## src/rtl/tcdm_rx_if_ipa_pkg.sv

```systemverilog
// Shared types and constants for the mini DMA channel TCDM write initiator.
package mchan_ipa_pkg;

  typedef enum logic [1:0] {
    RX_RUN,
    RX_DRAIN,
    RX_DONE
  } rx_if_state_e;

  localparam logic [3:0] TCDM_BE_FULL = 4'b1111;

endpackage

```

## src/rtl/tcdm_rx_if_ipa_if.sv

```systemverilog
// Beat, RX data and TCDM bus signals of the write initiator.
// slave = the initiator's view, master = the environment's view.
interface tcdm_rx_if_ipa_if #(
  parameter int unsigned TRANS_SID_WIDTH = 2,
  parameter int unsigned TCDM_ADD_WIDTH  = 12
);

  logic                       beat_eop_i;
  logic [TRANS_SID_WIDTH-1:0] beat_sid_i;
  logic [TCDM_ADD_WIDTH-1:0]  beat_add_i;
  logic [3:0]                 beat_be_i;
  logic                       beat_we_ni;
  logic                       beat_req_i;
  logic                       beat_gnt_o;

  logic [31:0]                rx_data_dat_i;
  logic                       rx_data_req_i;
  logic                       rx_data_gnt_o;

  logic                       tcdm_req_o;
  logic [31:0]                tcdm_add_o;
  logic                       tcdm_we_o;
  logic [31:0]                tcdm_wdata_o;
  logic [3:0]                 tcdm_be_o;
  logic                       tcdm_gnt_i;
  logic [31:0]                tcdm_r_rdata_i;
  logic                       tcdm_r_valid_i;

  modport slave (
    input  beat_eop_i, beat_sid_i, beat_add_i, beat_be_i, beat_we_ni, beat_req_i,
    output beat_gnt_o,
    input  rx_data_dat_i, rx_data_req_i,
    output rx_data_gnt_o,
    output tcdm_req_o, tcdm_add_o, tcdm_we_o, tcdm_wdata_o, tcdm_be_o,
    input  tcdm_gnt_i, tcdm_r_rdata_i, tcdm_r_valid_i
  );

  modport master (
    output beat_eop_i, beat_sid_i, beat_add_i, beat_be_i, beat_we_ni, beat_req_i,
    input  beat_gnt_o,
    output rx_data_dat_i, rx_data_req_i,
    input  rx_data_gnt_o,
    input  tcdm_req_o, tcdm_add_o, tcdm_we_o, tcdm_wdata_o, tcdm_be_o,
    output tcdm_gnt_i, tcdm_r_rdata_i, tcdm_r_valid_i
  );

endinterface

```

## src/rtl/tcdm_rx_if_ipa_fifo.sv

```systemverilog
// Small circular FIFO; head is visible combinationally on data_o.
// Occupancy is tracked by the owner, which never pushes when full
// unless it pops in the same cycle.
module mchan_fifo_ipa #(
  parameter int unsigned DATA_WIDTH = 3,
  parameter int unsigned DATA_DEPTH = 2
) (
  input  logic                  clk_i,
  input  logic                  rst_i,
  input  logic                  push_i,
  input  logic [DATA_WIDTH-1:0] data_i,
  input  logic                  pop_i,
  output logic [DATA_WIDTH-1:0] data_o
);

  localparam int unsigned PTR_W = (DATA_DEPTH > 1) ? $clog2(DATA_DEPTH) : 1;

  logic [DATA_WIDTH-1:0] r_mem [DATA_DEPTH];
  logic [PTR_W-1:0]      r_wr_ptr;
  logic [PTR_W-1:0]      r_rd_ptr;

  function automatic logic [PTR_W-1:0] ptr_inc(input logic [PTR_W-1:0] p);
    return (p == PTR_W'(DATA_DEPTH - 1)) ? '0 : p + PTR_W'(1);
  endfunction

  // Storage write; contents need no reset since pointers define validity.
  always_ff @(posedge clk_i) begin
    if (push_i) r_mem[r_wr_ptr] <= data_i;
  end

  // Read/write pointer advance.
  always_ff @(posedge clk_i or posedge rst_i) begin
    if (rst_i) begin
      r_wr_ptr <= '0;
      r_rd_ptr <= '0;
    end else begin
      if (push_i) r_wr_ptr <= ptr_inc(r_wr_ptr);
      if (pop_i)  r_rd_ptr <= ptr_inc(r_rd_ptr);
    end
  end

  assign data_o = r_mem[r_rd_ptr];

endmodule

```

## src/rtl/tcdm_rx_if_ipa.sv

```systemverilog
// Write-side TCDM initiator: pairs write beats with RX data words, issues
// TCDM writes, tracks outstanding acks and pulses synch on eop acks.
module tcdm_rx_if_ipa
  import mchan_ipa_pkg::*;
#(
  parameter int unsigned TRANS_SID_WIDTH = 2,
  parameter int unsigned TCDM_ADD_WIDTH  = 12,
  parameter int unsigned OUTSTANDING     = 2
) (
  input  logic                       clk_i,
  input  logic                       rst_i,
  tcdm_rx_if_ipa_if.slave            bus,
  output logic                       synch_req_o,
  output logic [TRANS_SID_WIDTH-1:0] synch_sid_o,
  input  logic                       flush_i,
  output logic                       flush_done_o,
  output logic                       err_o
);

  localparam int unsigned CNT_W = $clog2(OUTSTANDING + 1);
  localparam int unsigned QW    = TRANS_SID_WIDTH + 1;

  rx_if_state_e     r_state;
  rx_if_state_e     w_state_nxt;
  logic [CNT_W-1:0] r_cnt;
  logic [CNT_W-1:0] w_cnt_nxt;
  logic             r_err;
  logic             w_ack;
  logic             w_issue;
  logic             w_push;
  logic [QW-1:0]    w_head;
  logic             w_unused;

  // An ack in the same cycle frees a slot, so a full queue can still accept.
  assign w_ack   = bus.tcdm_r_valid_i & (r_cnt != '0);
  assign w_issue = (r_state == RX_RUN) & ~flush_i & bus.beat_req_i & ~bus.beat_we_ni
                 & bus.rx_data_req_i & ((r_cnt < CNT_W'(OUTSTANDING)) | w_ack);
  assign w_push  = w_issue & bus.tcdm_gnt_i;

  mchan_fifo_ipa #(
    .DATA_WIDTH (QW),
    .DATA_DEPTH (OUTSTANDING)
  ) i_sid_fifo (
    .clk_i  (clk_i),
    .rst_i  (rst_i),
    .push_i (w_push),
    .data_i ({bus.beat_sid_i, bus.beat_eop_i}),
    .pop_i  (w_ack),
    .data_o (w_head)
  );

  // Outstanding count: net of this cycle's push and pop.
  always_comb begin
    w_cnt_nxt = r_cnt;
    if (w_push && !w_ack)      w_cnt_nxt = r_cnt + CNT_W'(1);
    else if (!w_push && w_ack) w_cnt_nxt = r_cnt - CNT_W'(1);
  end

  // Flush FSM next state; DRAIN looks at the post-pop count.
  always_comb begin
    w_state_nxt = r_state;
    case (r_state)
      RX_RUN:   if (flush_i) w_state_nxt = RX_DRAIN;
      RX_DRAIN: begin
        if (!flush_i)              w_state_nxt = RX_RUN;
        else if (w_cnt_nxt == '0)  w_state_nxt = RX_DONE;
      end
      RX_DONE:  if (!flush_i) w_state_nxt = RX_RUN;
      default:  w_state_nxt = RX_RUN;
    endcase
  end

  // State, count and sticky error registers.
  always_ff @(posedge clk_i or posedge rst_i) begin
    if (rst_i) begin
      r_state <= RX_RUN;
      r_cnt   <= '0;
      r_err   <= 1'b0;
    end else begin
      r_state <= w_state_nxt;
      r_cnt   <= w_cnt_nxt;
      if (bus.tcdm_r_valid_i && (r_cnt == '0)) r_err <= 1'b1;
    end
  end

  assign synch_req_o  = w_ack & w_head[0];
  assign synch_sid_o  = synch_req_o ? w_head[QW-1:1] : '0;
  assign flush_done_o = (r_state == RX_DONE);
  assign err_o        = r_err;

  assign bus.tcdm_req_o    = w_issue;
  assign bus.beat_gnt_o    = w_push;
  assign bus.rx_data_gnt_o = w_push;
  assign bus.tcdm_add_o    = 32'(bus.beat_add_i);
  assign bus.tcdm_we_o     = bus.beat_we_ni;
  assign bus.tcdm_wdata_o  = bus.rx_data_dat_i;
  assign bus.tcdm_be_o     = bus.beat_be_i;

  // Write acks carry no data.
  assign w_unused = ^bus.tcdm_r_rdata_i;

endmodule

```

## src/flat_wrapper.sv

```systemverilog
// flat-port wrapper written by rule: the top's interface ports become plain ports
module tcdm_rx_if_ipa_flat import mchan_ipa_pkg::*;
#(
  parameter int unsigned TRANS_SID_WIDTH = 2,
  parameter int unsigned TCDM_ADD_WIDTH  = 12,
  parameter int unsigned OUTSTANDING     = 2
)
  (clk_i, rst_i, synch_req_o, synch_sid_o, flush_i, flush_done_o, err_o, bus_beat_eop_i, bus_beat_sid_i, bus_beat_add_i, bus_beat_be_i, bus_beat_we_ni, bus_beat_req_i, bus_beat_gnt_o, bus_rx_data_dat_i, bus_rx_data_req_i, bus_rx_data_gnt_o, bus_tcdm_req_o, bus_tcdm_add_o, bus_tcdm_we_o, bus_tcdm_wdata_o, bus_tcdm_be_o, bus_tcdm_gnt_i, bus_tcdm_r_rdata_i, bus_tcdm_r_valid_i);
  tcdm_rx_if_ipa_if #(.TRANS_SID_WIDTH(TRANS_SID_WIDTH), .TCDM_ADD_WIDTH(TCDM_ADD_WIDTH)) bus_i ();
  input  logic clk_i;
  input  logic rst_i;
  output logic synch_req_o;
  output logic [TRANS_SID_WIDTH-1:0] synch_sid_o;
  input  logic flush_i;
  output logic flush_done_o;
  output logic err_o;
  input wire logic [$bits(bus_i.beat_eop_i)-1:0] bus_beat_eop_i;
  input wire logic [$bits(bus_i.beat_sid_i)-1:0] bus_beat_sid_i;
  input wire logic [$bits(bus_i.beat_add_i)-1:0] bus_beat_add_i;
  input wire logic [$bits(bus_i.beat_be_i)-1:0] bus_beat_be_i;
  input wire logic [$bits(bus_i.beat_we_ni)-1:0] bus_beat_we_ni;
  input wire logic [$bits(bus_i.beat_req_i)-1:0] bus_beat_req_i;
  output wire logic [$bits(bus_i.beat_gnt_o)-1:0] bus_beat_gnt_o;
  input wire logic [$bits(bus_i.rx_data_dat_i)-1:0] bus_rx_data_dat_i;
  input wire logic [$bits(bus_i.rx_data_req_i)-1:0] bus_rx_data_req_i;
  output wire logic [$bits(bus_i.rx_data_gnt_o)-1:0] bus_rx_data_gnt_o;
  output wire logic [$bits(bus_i.tcdm_req_o)-1:0] bus_tcdm_req_o;
  output wire logic [$bits(bus_i.tcdm_add_o)-1:0] bus_tcdm_add_o;
  output wire logic [$bits(bus_i.tcdm_we_o)-1:0] bus_tcdm_we_o;
  output wire logic [$bits(bus_i.tcdm_wdata_o)-1:0] bus_tcdm_wdata_o;
  output wire logic [$bits(bus_i.tcdm_be_o)-1:0] bus_tcdm_be_o;
  input wire logic [$bits(bus_i.tcdm_gnt_i)-1:0] bus_tcdm_gnt_i;
  input wire logic [$bits(bus_i.tcdm_r_rdata_i)-1:0] bus_tcdm_r_rdata_i;
  input wire logic [$bits(bus_i.tcdm_r_valid_i)-1:0] bus_tcdm_r_valid_i;
  assign bus_i.beat_eop_i = bus_beat_eop_i;
  assign bus_i.beat_sid_i = bus_beat_sid_i;
  assign bus_i.beat_add_i = bus_beat_add_i;
  assign bus_i.beat_be_i = bus_beat_be_i;
  assign bus_i.beat_we_ni = bus_beat_we_ni;
  assign bus_i.beat_req_i = bus_beat_req_i;
  assign bus_beat_gnt_o = bus_i.beat_gnt_o;
  assign bus_i.rx_data_dat_i = bus_rx_data_dat_i;
  assign bus_i.rx_data_req_i = bus_rx_data_req_i;
  assign bus_rx_data_gnt_o = bus_i.rx_data_gnt_o;
  assign bus_tcdm_req_o = bus_i.tcdm_req_o;
  assign bus_tcdm_add_o = bus_i.tcdm_add_o;
  assign bus_tcdm_we_o = bus_i.tcdm_we_o;
  assign bus_tcdm_wdata_o = bus_i.tcdm_wdata_o;
  assign bus_tcdm_be_o = bus_i.tcdm_be_o;
  assign bus_i.tcdm_gnt_i = bus_tcdm_gnt_i;
  assign bus_i.tcdm_r_rdata_i = bus_tcdm_r_rdata_i;
  assign bus_i.tcdm_r_valid_i = bus_tcdm_r_valid_i;
  tcdm_rx_if_ipa #(.TRANS_SID_WIDTH(TRANS_SID_WIDTH), .TCDM_ADD_WIDTH(TCDM_ADD_WIDTH), .OUTSTANDING(OUTSTANDING)) u_core (.clk_i(clk_i), .rst_i(rst_i), .bus(bus_i), .synch_req_o(synch_req_o), .synch_sid_o(synch_sid_o), .flush_i(flush_i), .flush_done_o(flush_done_o), .err_o(err_o));
endmodule
```

## config.mk

```make
export PLATFORM = sky130hd
export DESIGN_NAME = tcdm_rx_if_ipa_flat
export DESIGN_NICKNAME = d
export VERILOG_FILES = /design/src/rtl/tcdm_rx_if_ipa_pkg.sv /design/src/rtl/tcdm_rx_if_ipa_if.sv /design/src/rtl/tcdm_rx_if_ipa_fifo.sv /design/src/rtl/tcdm_rx_if_ipa.sv /design/src/flat_wrapper.sv
export SDC_FILE = /design/constraint.sdc
export NUM_CORES = 1
export LEC_CHECK = 0
export BUFFER_PORTS_ARGS = -buffer_cell sky130_fd_sc_hd__buf_4
export CAP_MARGIN = 5
export CORE_MARGIN = 5
export CORE_UTILIZATION = 31
export CTS_CLUSTER_SIZE = 40
export DETAILED_ROUTE_END_ITERATION = 8
export GPL_TIMING_DRIVEN = 0
export PLACE_DENSITY = 0.8
export SLEW_MARGIN = 20
export SYNTH_ARGS = -nofsm -noshare
export SYNTH_HDL_FRONTEND = slang
export SYNTH_SLANG_ARGS = --single-unit
```

## constraint.sdc

```tcl
create_clock -name clk_i -period 2.2 [get_ports clk_i]
set_input_delay 0.11 -clock clk_i [delete_from_list [all_inputs] [get_ports clk_i]]
set_output_delay 0.11 -clock clk_i [all_outputs]
set_load 0.01 [all_outputs]
```

==> impl_metrics.env <==
export IMPL_status="complete, no violations"
export IMPL_cts_buffers=3
export IMPL_hp_class="in -> reg"
export IMPL_max_stage_delay_ns=0.41
export IMPL_drv_slew=0
export IMPL_pin_count=168
export IMPL_final_cell_mix="137 x buf_4, 20 x conb_1, 6 x dfrtp_1, 6 x edfxtp_1, 5 x nor2_1"
export IMPL_yosys_warnings=0
export IMPL_cp_depth=6
export IMPL_final_min_clock_period_ns=2.08
export IMPL_antenna_found_initial=0
export IMPL_p_switching_mw=0.372
export IMPL_rsz0062_at_grt="false"
export IMPL_tightest_slew_ns=0.509
export IMPL_grt_ovfl_total=0
export IMPL_die_h_um=72.2
export IMPL_grt_max_degree=11
export IMPL_clk_latency_ns=0.23
export IMPL_ant_nets=0
export IMPL_cts_tree="built"
export IMPL_die_w_um=72.2
export IMPL_cpLargestDelayFamily="flip-flops"
export IMPL_ys_ff_latch=13
export IMPL_viasPerCell=3.96
export IMPL_diodes=0
export IMPL_hold_path_depth=1
export IMPL_swShare_pct=34.3
export IMPL_cts_sink_count=13
export IMPL_fin_nets=312
export IMPL_die_area_mm2=0.00522
export IMPL_core_area_mm2=0.00372
export IMPL_routed_wl_um=3100
export IMPL_syn_area_mm2=0.00120
export IMPL_first_global_vias=914
export IMPL_synth_seq_area_share_pct=29.6
export IMPL_power_frac_comb_pct=46.4
export IMPL_finalHoldWorstSlack_ns=0.0636
export IMPL_fin_crit_sh_pct=94.5
export IMPL_gp_congestion=0.670
export IMPL_clkPwrFrac_pct=18.4
export IMPL_p_seq_share_pct=35.2
export IMPL_place_hpwl_um=2790
export IMPL_reg2reg_depth=5
export IMPL_n_fill_cell=355
export IMPL_dr_pass1_iters=4
export IMPL_crit_required_ns=2.09
export IMPL_drive_gt1_share_pct=66.2
export IMPL_synth_avg_cell_area_um2=9.31
export IMPL_cts_root_buf="clkbuf_8"
export IMPL_cp_buffers_inverters=3
export IMPL_initial_utilization_pct=32.3
export IMPL_rows=22
export IMPL_critPathCaptureType="output port"
export IMPL_cp_start_kind="flop"
export IMPL_route_detailed_drc=0
export IMPL_syn_to_final_growth_pct=57.7
export IMPL_p_leak_nw=1.02
export IMPL_power_density_mw_per_mm2=573
export IMPL_slowest_stage="dfrtp_1"
export IMPL_grt_pass1_wl_um=4330
export IMPL_max_cap_viol_count=0
export IMPL_routedWlPerCell_um=11.6
export IMPL_slew_headroom_pct=65.6
export IMPL_max_freq_mhz=481
export IMPL_cts_buffer_depth=2
export IMPL_track_usage_pct=9.95
export IMPL_crit_type="reg -> out"
export IMPL_vias=1056
export IMPL_syn_inst=129
export IMPL_hold_viol_final=0
export IMPL_io_buffer_count=67
export IMPL_crit_top_cell="buf_4"
export IMPL_p_int_mw=0.713
export IMPL_post_synth_num_cell_types=33
export IMPL_ir_worst_vdd_mv=0.384
export IMPL_clk_pin_slew_ns=0.05
export IMPL_drt_iter0_drc=14
export IMPL_cts_max_level=1
export IMPL_utilization_pct=51.0
export IMPL_crit_chain="inv_1 > ha_1 > nand2b_2 > a211oi_4 > buf_4 > buf_4"
export IMPL_fin_skew_ns=0.00430
export IMPL_worstPathArrival_ns=1.97
export IMPL_final_common_cell="buf_4"
export IMPL_finalSetupViolations=0
export IMPL_worst_path_max_fanout=10
flip-flops by register name (all words and copies together) (netlist names):
signal,count
u_core.err_o,1
u_core.i_sid_fifo.r_mem,6
u_core.i_sid_fifo.r_rd_ptr,1
u_core.i_sid_fifo.r_wr_ptr,1
u_core.r_cnt,2
u_core.r_state,2
cells in the mapped netlist:
cell type / n / area share, %
buf_4: 70 / 44
dfrtp_1: 7 / 15
edfxtp_1: 6 / 15
nor2_1: 5 / 1.6
inv_1: 4 / 1.2
nor2b_1: 3 / 1.6
a21oi_1: 2 / 0.83
a32oi_1: 2 / 1.5
and2b_1: 2 / 1.2
nand2_1: 2 / 0.63
nand2b_1: 2 / 1.0
o2111ai_1: 2 / 1.5
o211ai_1: 2 / 1.2
a2111oi_0: 1 / 0.73
a211oi_4: 1 / 1.7
a21o_1: 1 / 0.63
a221o_1: 1 / 0.83
a22o_1: 1 / 0.73
and2_1: 1 / 0.52
and3b_1: 1 / 0.73
and4_1: 1 / 0.73
clkbuf_1: 1 / 0.31
conb_1: 1 / 0.31
ha_1: 1 / 1.0
nand3_1: 1 / 0.42
nand3b_1: 1 / 0.63
nand4b_1: 1 / 0.73
nor4b_1: 1 / 0.73
o21ai_0: 1 / 0.42
o31ai_1: 1 / 0.63
or4b_4: 1 / 1.1
xnor2_1: 1 / 0.73
xor2_1: 1 / 0.73
routing by layer:
layer	track usage, %	routed length (um)
met1	9.92	892
met2	19.5	1730
met3	4.02	484
met4	1.25	0
met5	0	0
cell families after synthesis:
kind of cell / count (synthesis) / synth area share, %
AO/OA/AOI/OAI: 15 / 10.6
buffers and inverters: 75 / 45.3
adder cells (fa/ha/maj): 1 / 1.04
XOR/XNOR: 2 / 1.46
AND/OR/NAND/NOR: 22 / 11.7
other: 1 / 0.312
flip-flops: 13 / 29.6
final timing paths:
kind                                    from                             to  slack [ns]
min in group asynchronous              rst_i              u_core.r_state[0]        0.37
max in group asynchronous              rst_i                u_core.r_cnt[1]        1.60
setup / recovery             u_core.r_cnt[0]              bus_rx_data_gnt_o        0.12
setup reg to reg             u_core.r_cnt[0]  u_core.i_sid_fifo.r_mem[0][0]        0.16
hold / removal             bus_beat_sid_i[0]  u_core.i_sid_fifo.r_mem[1][1]        0.06
hold reg to reg                 u_core.err_o                   u_core.err_o        0.46
repair_timing:
action                                  4_1_cts  5_1_grt
endpoints found under the hold margin         7        0
hold buffers                                  1        0
pin swaps                                     0        0
endpoints found under the setup margin        5        2
buffers inserted                              0        0
gates resized for setup                       3        1
stage by stage:
stage | power [mW] | TNS [ns] | area (um2) | cells | setup WS, ns
after floorplan | 0.705 | 0 | 1270 | 148 | 0.196
after global placement | 0.867 | 0 | 1840 | 263 | 0.0206
after detailed placement | 0.880 | -0.0269 | 1840 | 263 | -0.00899
after CTS | 1.09 | 0 | 1890 | 267 | 0.0869
after global routing | 1.16 | 0 | 1890 | 267 | 0.0268
final | 1.08 | 0 | 1890 | 267 | 0.121
worst reg2reg max path: cells and delay by family, from the launching register on:
kind	cells	cell delay (ns)
buffers and inverters	1	0.10
adder cells (fa/ha/maj)	1	0.25
AO/OA/AOI/OAI	1	0.40
flip-flops	1	0.41
AND/OR/NAND/NOR	2	0.58
final cells by class:
| type | instances | area [um2] | share of cell area (%) |
|---|---|---|---|
| buffer | 70 | 526 | 27.7 |
| timing repair buffer | 68 | 513 | 27.1 |
| multi-input combinational | 60 | 379 | 20.0 |
| sequential | 13 | 357 | 18.8 |
| tap | 48 | 60.1 | 3.17 |
| clock buffer | 4 | 45.0 | 2.38 |
| inverter | 4 | 15.0 | 0.793 |
power by group through the flow:
| stage | Sequential (mW) | Clock (mW) | Combinational [mW] |
|---|---|---|---|
| global route | 0.389 | 0.223 | 0.545 |
| global placement | 0.378 | 0 | 0.489 |
| detailed placement | 0.380 | 0 | 0.499 |
| finish | 0.382 | 0.200 | 0.503 |
| CTS | 0.378 | 0.204 | 0.503 |
| floorplan | 0.363 | 0 | 0.342 |
No activity file was read; power rests on OpenSTA's default activity.
